--- src/rtl/uart_protocol_rx.sv ---
`default_nettype none
// ============================================================================
// Module   : uart_protocol_rx
// Brief    : Request-frame parser (HEAD, payload, CRC-8, TAIL) feeding the
//            response transmitter. Optional RX_FRAME_CNT_EN adds frame counters.
// Revision : 1.0 - initial release
// ============================================================================
module uart_protocol_rx #(
  parameter logic [7:0]  _HEAD_BYTE = 8'hAA,
  parameter logic [7:0]  _TAIL_BYTE = 8'h55,
  parameter int          _DATA_LEN  = 11,
  parameter logic [15:0] _TIMEOUT   = 16'd10000
) (
  input  logic        clk_50M,
  input  logic        rst,
  input  logic        uart_rx_done,
  input  logic [7:0]  uart_rx_data,
  output logic [7:0]  rev_data0,
  output logic [7:0]  rev_data1,
  output logic [7:0]  rev_data2,
  output logic [7:0]  rev_data3,
  output logic [7:0]  rev_data4,
  output logic [7:0]  rev_data5,
  output logic [7:0]  rev_data6,
  output logic [7:0]  rev_data7,
  output logic [7:0]  rev_data8,
  output logic [7:0]  rev_data9,
  output logic [7:0]  rev_data10,
  output logic        recv_done,
  output logic        recv_err,
  output logic [7:0]  response_data
`ifdef RX_FRAME_CNT_EN
  ,
  output logic [15:0] good_frame_cnt,
  output logic [15:0] err_frame_cnt
`endif
);

  localparam logic [3:0]  c_last_idx = 4'(_DATA_LEN - 1);
  localparam logic [15:0] c_tmo_last = _TIMEOUT - 16'd1;

  typedef enum logic [1:0] {
    S_IDLE = 2'd0,
    S_DATA = 2'd1,
    S_CRCK = 2'd2,
    S_TAIL = 2'd3
  } state_t;

  state_t      r_state;
  logic [3:0]  r_cnt;
  logic [7:0]  r_crc;
  logic        r_crc_ok;
  logic [15:0] r_idle;
  logic [7:0]  r_shadow [0:10];
  logic [7:0]  r_rev    [0:10];
  logic        r_done;
  logic        r_err;
  logic [7:0]  r_resp;
  logic        w_timeout;

  // CRC-8, poly 0x07, MSB first, one byte per call
  function automatic logic [7:0] f_crc8(input logic [7:0] crc, input logic [7:0] din);
    logic [7:0] c;
    c = crc ^ din;
    for (int b = 0; b < 8; b++) begin
      c = c[7] ? ((c << 1) ^ 8'h07) : (c << 1);
    end
    return c;
  endfunction

  // A byte arriving on the expiry cycle takes priority over the timeout
  assign w_timeout = (r_state != S_IDLE) && !uart_rx_done && (r_idle == c_tmo_last);

  always_ff @(posedge clk_50M or posedge rst) begin
    if (rst) begin
      r_state  <= S_IDLE;
      r_cnt    <= 4'd0;
      r_crc    <= 8'h00;
      r_crc_ok <= 1'b0;
      r_idle   <= 16'd0;
      r_done   <= 1'b0;
      r_err    <= 1'b0;
      r_resp   <= 8'h00;
      for (int i = 0; i < 11; i++) begin
        r_shadow[i] <= 8'h00;
        r_rev[i]    <= 8'h00;
      end
    end else begin
      r_done <= 1'b0;
      r_err  <= 1'b0;
      if (r_state == S_IDLE || uart_rx_done) r_idle <= 16'd0;
      else                                  r_idle <= r_idle + 16'd1;

      if (w_timeout) begin
        r_state <= S_IDLE;
        r_err   <= 1'b1;
        r_resp  <= 8'h03;
      end else if (uart_rx_done) begin
        case (r_state)
          S_IDLE: begin
            if (uart_rx_data == _HEAD_BYTE) begin
              r_state <= S_DATA;
              r_cnt   <= 4'd0;
              r_crc   <= 8'h00;
            end
          end
          S_DATA: begin
            r_shadow[r_cnt] <= uart_rx_data;
            r_crc           <= f_crc8(r_crc, uart_rx_data);
            r_cnt           <= r_cnt + 4'd1;
            if (r_cnt == c_last_idx) r_state <= S_CRCK;
          end
          S_CRCK: begin
            r_crc_ok <= (uart_rx_data == r_crc);
            r_state  <= S_TAIL;
          end
          S_TAIL: begin
            r_state <= S_IDLE;
            if (uart_rx_data != _TAIL_BYTE) begin
              r_err  <= 1'b1;
              r_resp <= 8'h02;
            end else if (!r_crc_ok) begin
              r_err  <= 1'b1;
              r_resp <= 8'h01;
            end else begin
              r_done <= 1'b1;
              r_resp <= 8'h00;
              for (int i = 0; i < 11; i++) r_rev[i] <= r_shadow[i];
            end
          end
          default: r_state <= S_IDLE;
        endcase
      end
    end
  end

  assign rev_data0     = r_rev[0];
  assign rev_data1     = r_rev[1];
  assign rev_data2     = r_rev[2];
  assign rev_data3     = r_rev[3];
  assign rev_data4     = r_rev[4];
  assign rev_data5     = r_rev[5];
  assign rev_data6     = r_rev[6];
  assign rev_data7     = r_rev[7];
  assign rev_data8     = r_rev[8];
  assign rev_data9     = r_rev[9];
  assign rev_data10    = r_rev[10];
  assign recv_done     = r_done;
  assign recv_err      = r_err;
  assign response_data = r_resp;

`ifdef RX_FRAME_CNT_EN
  logic [15:0] r_good_cnt;
  logic [15:0] r_err_cnt;

  // Saturating counters track the registered pulses, so they lag them by one cycle
  always_ff @(posedge clk_50M or posedge rst) begin
    if (rst) begin
      r_good_cnt <= 16'd0;
      r_err_cnt  <= 16'd0;
    end else begin
      if (r_done && r_good_cnt != 16'hFFFF) r_good_cnt <= r_good_cnt + 16'd1;
      if (r_err  && r_err_cnt  != 16'hFFFF) r_err_cnt  <= r_err_cnt + 16'd1;
    end
  end

  assign good_frame_cnt = r_good_cnt;
  assign err_frame_cnt  = r_err_cnt;
`endif

endmodule
`default_nettype wire
--- config.mk ---
export PLATFORM = sky130hd
export DESIGN_NAME = uart_protocol_rx
export DESIGN_NICKNAME = d
export VERILOG_FILES = /design/src/rtl/uart_protocol_rx.sv
export SDC_FILE = /design/constraint.sdc
export NUM_CORES = 1
export LEC_CHECK = 0
export CELL_PAD_IN_SITES_DETAIL_PLACEMENT = 0
export CELL_PAD_IN_SITES_GLOBAL_PLACEMENT = 2
export CORE_ASPECT_RATIO = 1.5
export CORE_UTILIZATION = 30
export CTS_CLUSTER_SIZE = 24
export DETAILED_ROUTE_END_ITERATION = 16
export GPL_ROUTABILITY_DRIVEN = 0
export PLACE_DENSITY = 0.73
export RECOVER_POWER = 50
export SYNTH_ARGS = -nofsm -noshare
export SYNTH_HDL_FRONTEND = slang
export SYNTH_SLANG_ARGS = --single-unit
--- constraint.sdc ---
create_clock -name clk_50M -period 9.8 [get_ports clk_50M]
set_input_delay 1.96 -clock clk_50M [delete_from_list [all_inputs] [get_ports clk_50M]]
set_output_delay 1.96 -clock clk_50M [all_outputs]
set_load 0.05 [all_outputs]
==> impl_metrics.yaml, run 1 <==
cts:
  ctsHoldBuffers: 0
  clock_path_buffers: 3
  inserted_clock_buffers: 22
  numClockSinks: 211
  clkLatencyLatePin_ps: 490
  postCtsResizedCells: 0
  cts_htree_levels: 1
  clk_pin_slew_worst_paths_ps: 60
  cts_setup_buffers: 0
  cts_root_buffer: "sky130_fd_sc_hd__clkbuf_16"
  clock_tree_from_tritoncts: "yes"
route:
  antenna_violating_nets_post_route: 0
  drt-pass1-iter-count: 6
  wl_mm: 19.51
  drt-initial-drc-count: 154
  dr_total_vias: 5036
  drc: 0
  routed_wire_length_per_instance_um: 17.61
  viasPerCell: 4.545
logic_synthesis:
  post_synth_xor_xnor_area: 0.03855
  synth.ff_latch_count: 211
  synth.yosys.seq_area_share: 0.6025
  muxShareOfSynthArea: 0.2324
  dominantRegCellSynth: "sky130_fd_sc_hd__dfrtp_1"
  synth_top_area_frac: 0.6025
  post_synth_main_area_contributors: "sky130_fd_sc_hd__dfrtp_1, sky130_fd_sc_hd__mux2_2, sky130_fd_sc_hd__ha_1"
  yosys.area.top_type: "sky130_fd_sc_hd__dfrtp_1"
  synth_enable_flop_cells: 0
  syn-cell-area_um2: 8763
  ys_async_sr_fraction: 1.000
  main_combinational_cell_family_by_area_after_synthesis: "multiplexers"
  syn-mean-instance-area_um2: 14.63
  post_synth_fa_ha_maj_area_fraction: 0.01713
  syn-instance-count: 599
  ys.warnings.count: 0
  post_synth_and_or_nand_nor_area_fraction: 0.06168
  yosys.cell_types.count: 49
  compound_gate_fraction_of_synth_area: 0.02370
finish:
  filler_cell_count: 2813
  drive_above_1_share: 0.3148
  antenna_cells: 0
  postLayoutCoreUtil: 0.3795
  multi_input_area_um2: 3291
  final_instance_area_um2: 10900
  area_growth_from_synthesis_to_layout_pct: 24.36
  ff_latch_area_um2: 5280
  final-instance-count-excl-fill: 1108
  design.final.nets: 727
placed_design:
  final_hpwl_from_detailed_placement_mm: 13.02
  post_dp_cell_area_um2: 10190
  port-buffer-count: 102
  placedCellCount: 1070
  pre_cts_slack_ps: 4750
hold_path:
  holdCritPathClass: "flip-flop to flip-flop"
  worst_hold_startpoint: "r_idle[0]"
  hold_depth: 1
  hold_path_end: "r_idle[0]"
run:
  max_cap_violations: 0
floorplan:
  boundary_pins: 109
  chipHeight_um: 211.3
  core_region_um2: 28720
  dieArea_um2: 29910
  fp.dieW_um: 141.6
  floorplan.initialDensity: 0.3052
  rows: 76
worst_setup_path:
  reg2reg_setup_slack_ps: 7330
  endpoint_kind: "flip-flop"
  cp_data_required_time_ps: 10180
  r2r.worst_path.cells: 4
  crit_chain: "dlygate4sd3_1 -> nand4bb_1 -> nor2_1 -> nand4_4 -> buf_4 -> mux2_2"
  cpLargestDelayFamily: "buffers and inverters"
  critical_path.reg2reg.startpoint: "r_state[0]"
  cpMaxStageDelayCell: "sky130_fd_sc_hd__dlygate4sd3_1"
  critical_path.n_buffers_inverters: 2
  critical_path.startpoint_type: "primary input"
  cpPeakStageDelay_ps: 970
  r2r_end: "rev_data4[7]"
  setup.worst_path.class: "primary input to flip-flop"
  worst-path-max-fanout: 63
  worstPathArrival_ps: 4970
timing:
  final-max-slew-violation-count: 0
  timing_worst_slew_pin_value_ps: 998.7
  maxSlewHeadroom: 0.3342
  final_period_minus_worst_setup_slack_ps: 4594
  fin_hold_ws_ps: 493.6
  sum_of_negative_setup_slack_ps: 0
  fin_hold_viols: 0
  timing.final.ws_setup_ps: 5206
  fin_worst_skew_ps: 7.560
  final_period_util: 0.4688
  rsz0062_at_grt: "no"
  fmax_ghz: 0.2177
  setup_violations: 0
grt:
  wire_length_of_the_first_global_routing_pass_mm: 31.06
  overflow: 0
  grt_pass1_vias: 5501
  grt_start_max_net_pins: 132
  antenna_found_initial: 0
  grt_util_all_layers: 0.1334
pwr:
  worst_ir_drop_vdd_uv: 136.9
  tot_pwr_mw: 2.360
  leakagePower_nw: 5.351
  power.density_nw_per_um2: 216.6
status:
  run_status: "completed"
==> flip-flops by register name, summed over array words and instances (netlist names) <==
register	flops
r_shadow	88
r_idle	16
r_crc	8
rev_data0	8
rev_data10	8
rev_data1	8
rev_data2	8
rev_data3	8
rev_data4	8
rev_data5	8
rev_data6	8
rev_data7	8
rev_data8	8
rev_data9	8
r_cnt	4
r_state	2
response_data	2
r_crc_ok	1
recv_done	1
recv_err	1
==> how the worst max path moves through the flow <==
stage                               start            end  slack (ps)  depth (start not counted)
final                     uart_rx_data[0]   rev_data4[7]        5210                          6
after global routing      uart_rx_data[0]   rev_data6[6]        4990                          6
after CTS                 uart_rx_data[0]  rev_data10[5]        5260                          6
after detailed placement  uart_rx_data[0]   rev_data4[0]        4750                          6
after global placement    uart_rx_data[0]   rev_data9[0]        4750                          6
after floorplan                       rst       r_cnt[0]        2070                          1
==> Yosys cell counts (all sizes together) (3+ instances only) <==
master	number
ha	12
nand3	8
nor3	4
nand2b	3
nor4	3
nand2	18
inv	7
xor2	14
and2	5
and4	3
and3	6
mux2	177
a21oi	3
clkbuf	18
dfrtp	211
xnor2	15
nor2b	3
nand4	7
nor2	21
or3	3
o21ai	8
a22o	6
buf	17
==> report_power, final <==
group	internal (mW)	switching, mW
sequential	1.01	0.0854
clock	0.493	0.334
combinational	0.224	0.215
total	1.73	0.635
==> layout by cell type, fill, tap and decap left out, types with 7 or more instances in the layout <==
cell type / count
sky130_fd_sc_hd__dfrtp_1: 211
sky130_fd_sc_hd__mux2_2: 168
sky130_fd_sc_hd__dlygate4sd3_1: 54
sky130_fd_sc_hd__clkdlybuf4s50_1: 48
sky130_fd_sc_hd__clkbuf_16: 23
sky130_fd_sc_hd__nor2_1: 21
sky130_fd_sc_hd__nand2_1: 18
sky130_fd_sc_hd__xor2_1: 14
sky130_fd_sc_hd__xnor2_1: 13
sky130_fd_sc_hd__ha_1: 12
sky130_fd_sc_hd__mux2_4: 9
sky130_fd_sc_hd__buf_4: 9
sky130_fd_sc_hd__o21ai_0: 8
sky130_fd_sc_hd__nand3_1: 8
sky130_fd_sc_hd__clkbuf_1: 7
==> routing by layer <==
layer / part of all wire / up-vias / GRT usage / wire length, um
met4: 0.018 / 0 / 0.03337 / 358
met5: 0 / - / 0 / 0
met2: 0.55 / 85 / 0.2494 / 10720
li1: - / 2297 / - / -
met3: 0.037 / 19 / 0.02194 / 731
met1: 0.39 / 2635 / 0.1566 / 7698
==> cell families (layout without fill, tap and decap cells) <==
family	count (synthesis)	after routing
AOI/OAI and AO/OA	29	29
xor gates and xnor gates	32	32
adders and majority gates	12	12
buffers and inverters	42	156
DFF	211	211
muxes	178	178
other	1	6
and+or+nand+nor	94	94
==> layout make-up <==
cell class	count	share of cell area
clock buffers	31	0.05649
clock inverters	7	0.009300
inverters	7	0.003100
multi-input cells	351	0.3020
flip-flops and latches	211	0.4845
well taps	390	0.04478
repair buffers	111	0.09988
(Power assumes the default switching activity.)
==> run 2: changes to the inputs <==
- clock period: 9.8 -> 4.3 ns (I/O delays scaled with it)
==> impl_metrics.yaml, run 2 (synthesis gave the netlist of run 1 again) <==
finish:
  largestRegisters: "r_shadow: 88 flops, r_idle: 16 flops"
  filler_cell_count: 2750
  postLayoutCoreUtil: 0.3808
  area_growth_from_synthesis_to_layout_pct: 24.77
  antenna_cells: 0
  drive_above_1_share: 0.3199
  flip_flop_count_of_the_largest_register_after_layout: 88
  design.final.nets: 731
  highest_count_cells_in_the_layout_ignoring_fill_and_taps: "sky130_fd_sc_hd__dfrtp_1, sky130_fd_sc_hd__mux2_2, sky130_fd_sc_hd__clkdlybuf4s50_1"
  mostFrequentLayoutCell: "sky130_fd_sc_hd__dfrtp_1"
  ff_latch_area_um2: 5280
  multi_input_area_um2: 3291
  register_ranked_first_by_flip_flop_count: "r_shadow"
grt:
  grt_pass1_vias: 5649
  grt_start_max_net_pins: 133
  grt_util_all_layers: 0.1380
  overflow: 0
  wire_length_of_the_first_global_routing_pass_mm: 31.95
  antenna_found_initial: 0
timing:
  fin_hold_viols: 0
  setup_violations: 0
  rsz0062_at_grt: "no"
  fin_worst_skew_ps: 20.37
  final_period_minus_worst_setup_slack_ps: 3082
  fmax_ghz: 0.3245
  sum_of_negative_setup_slack_ps: 0
  timing.final.ws_setup_ps: 1218
  final-max-slew-violation-count: 0
  timing_worst_slew_pin_value_ps: 1044
  maxSlewHeadroom: 0.3041
  final_period_util: 0.7167
  fin_hold_ws_ps: 500.7
route:
  drt-pass1-iter-count: 4
  wl_mm: 19.86
  dr_total_vias: 5067
  viasPerCell: 4.557
  antenna_violating_nets_post_route: 0
  drc: 0
  drt-initial-drc-count: 140
  routed_wire_length_per_instance_um: 17.86
floorplan:
  dieArea_um2: 29910
  boundary_pins: 109
  fp.dieW_um: 141.6
  rows: 76
  chipHeight_um: 211.3
  core_region_um2: 28720
  floorplan.initialDensity: 0.3052
worst_setup_path:
  endpoint_kind: "flip-flop"
  cp_data_required_time_ps: 4720
  critical_path.startpoint_type: "primary input"
  setup.worst_path.class: "primary input to flip-flop"
  worstPathArrival_ps: 3500
  worst-path-max-fanout: 13
run:
  max_cap_violations: 0
cts:
  clk_pin_slew_worst_paths_ps: 60
  postCtsResizedCells: 0
  inserted_clock_buffers: 21
  clock_path_buffers: 3
  clock_tree_from_tritoncts: "yes"
  cts_setup_buffers: 0
  cts_htree_levels: 1
  clkLatencyLatePin_ps: 500
  ctsHoldBuffers: 0
  cts_root_buffer: "sky130_fd_sc_hd__clkbuf_16"
  numClockSinks: 211
pwr:
  share_of_total_power_in_combinational_logic: 0.186
  worst_ir_drop_vdd_uv: 240.9
  clk_pwr_share: 0.347
  leakagePower_nw: 5.188
  power.density_nw_per_um2: 490.0
  seqPwrFrac: 0.466
  power_report.internal_total_mw: 3.921
  switching_share: 0.2682
  tot_pwr_mw: 5.358
  switching_pwr_mw: 1.437
placed_design:
  final_hpwl_from_detailed_placement_mm: 13.64
  pre_cts_slack_ps: 895.1
  port-buffer-count: 102
hold_path:
  holdCritPathClass: "flip-flop to flip-flop"
status:
  run_status: "completed"
-- run 2: cell count changes in the layout (fill, tap and decap cells not counted), sizes merged --
| cell | delta |
|---|---|
| clkdlybuf4s50 | +52 |
| dlygate4sd3 | -52 |
| buf | +2 |
| clkbuf | +2 |
| clkinvlp | +1 |
| inv | -1 |
-- run 2: power by group through the flow --
stage | registers, mW | logic [mW] | clock network [mW]
3_5_place_dp | 2.54 | 1.02 | 0
6_report | 2.50 | 0.998 | 1.86
4_1_cts | 2.50 | 1.02 | 1.92
3_3_place_gp | 2.52 | 0.972 | 0
5_1_grt | 2.54 | 1.11 | 2.01
2_1_floorplan | 2.49 | 0.800 | 0
-- run 2: critical path: stages --
cell and delay [ps]:
sky130_fd_sc_hd__clkdlybuf4s50_1 480, sky130_fd_sc_hd__clkbuf_1 700, sky130_fd_sc_hd__and4bb_2 350, sky130_fd_sc_hd__a21boi_0 230
sky130_fd_sc_hd__nor2_1 590, sky130_fd_sc_hd__a221o_1 280
-- run 2: per-stage QoR --
stage | instance area (um^2) | instances
2_1_floorplan | 8786 | 604
3_3_place_gp | 10250 | 1075
3_5_place_dp | 10250 | 1075
4_1_cts | 10960 | 1112
5_1_grt | 10930 | 1112
6_report | 10930 | 1112
-- run 2: area by class of cell --
type                       count  share of cell area
timing repair buffer         116              0.1044
clock buffer                  30             0.05573
sequential                   211              0.4829
clock inverter                 7            0.008926
tap                          390             0.04463
multi-input combinational    351              0.3010
inverter                       7            0.002517
-- run 2: per-layer routing --
layer  wire [um]  GRT usage
met1        7612     0.1552
met4         541    0.04672
met2       10980     0.2628
met5           0          0
met3         730    0.01945
-- run 2: final timing paths --
| check | startpoint | to | slack (ps) | depth (start not counted) |
|---|---|---|---|---|
| min reg2reg | r_idle[0] | r_idle[0] | 500 | 1 |
| max in group asynchronous | rst | rev_data7[2] | 1810 | 3 |
| max | uart_rx_data[5] | r_crc[2] | 1220 | 6 |
| max reg2reg | r_state[0] | r_crc[2] | 2030 | 5 |
| min in group asynchronous | rst | r_shadow[29] | 1000 | 2 |
| min | r_idle[0] | r_idle[0] | 500 | 1 |
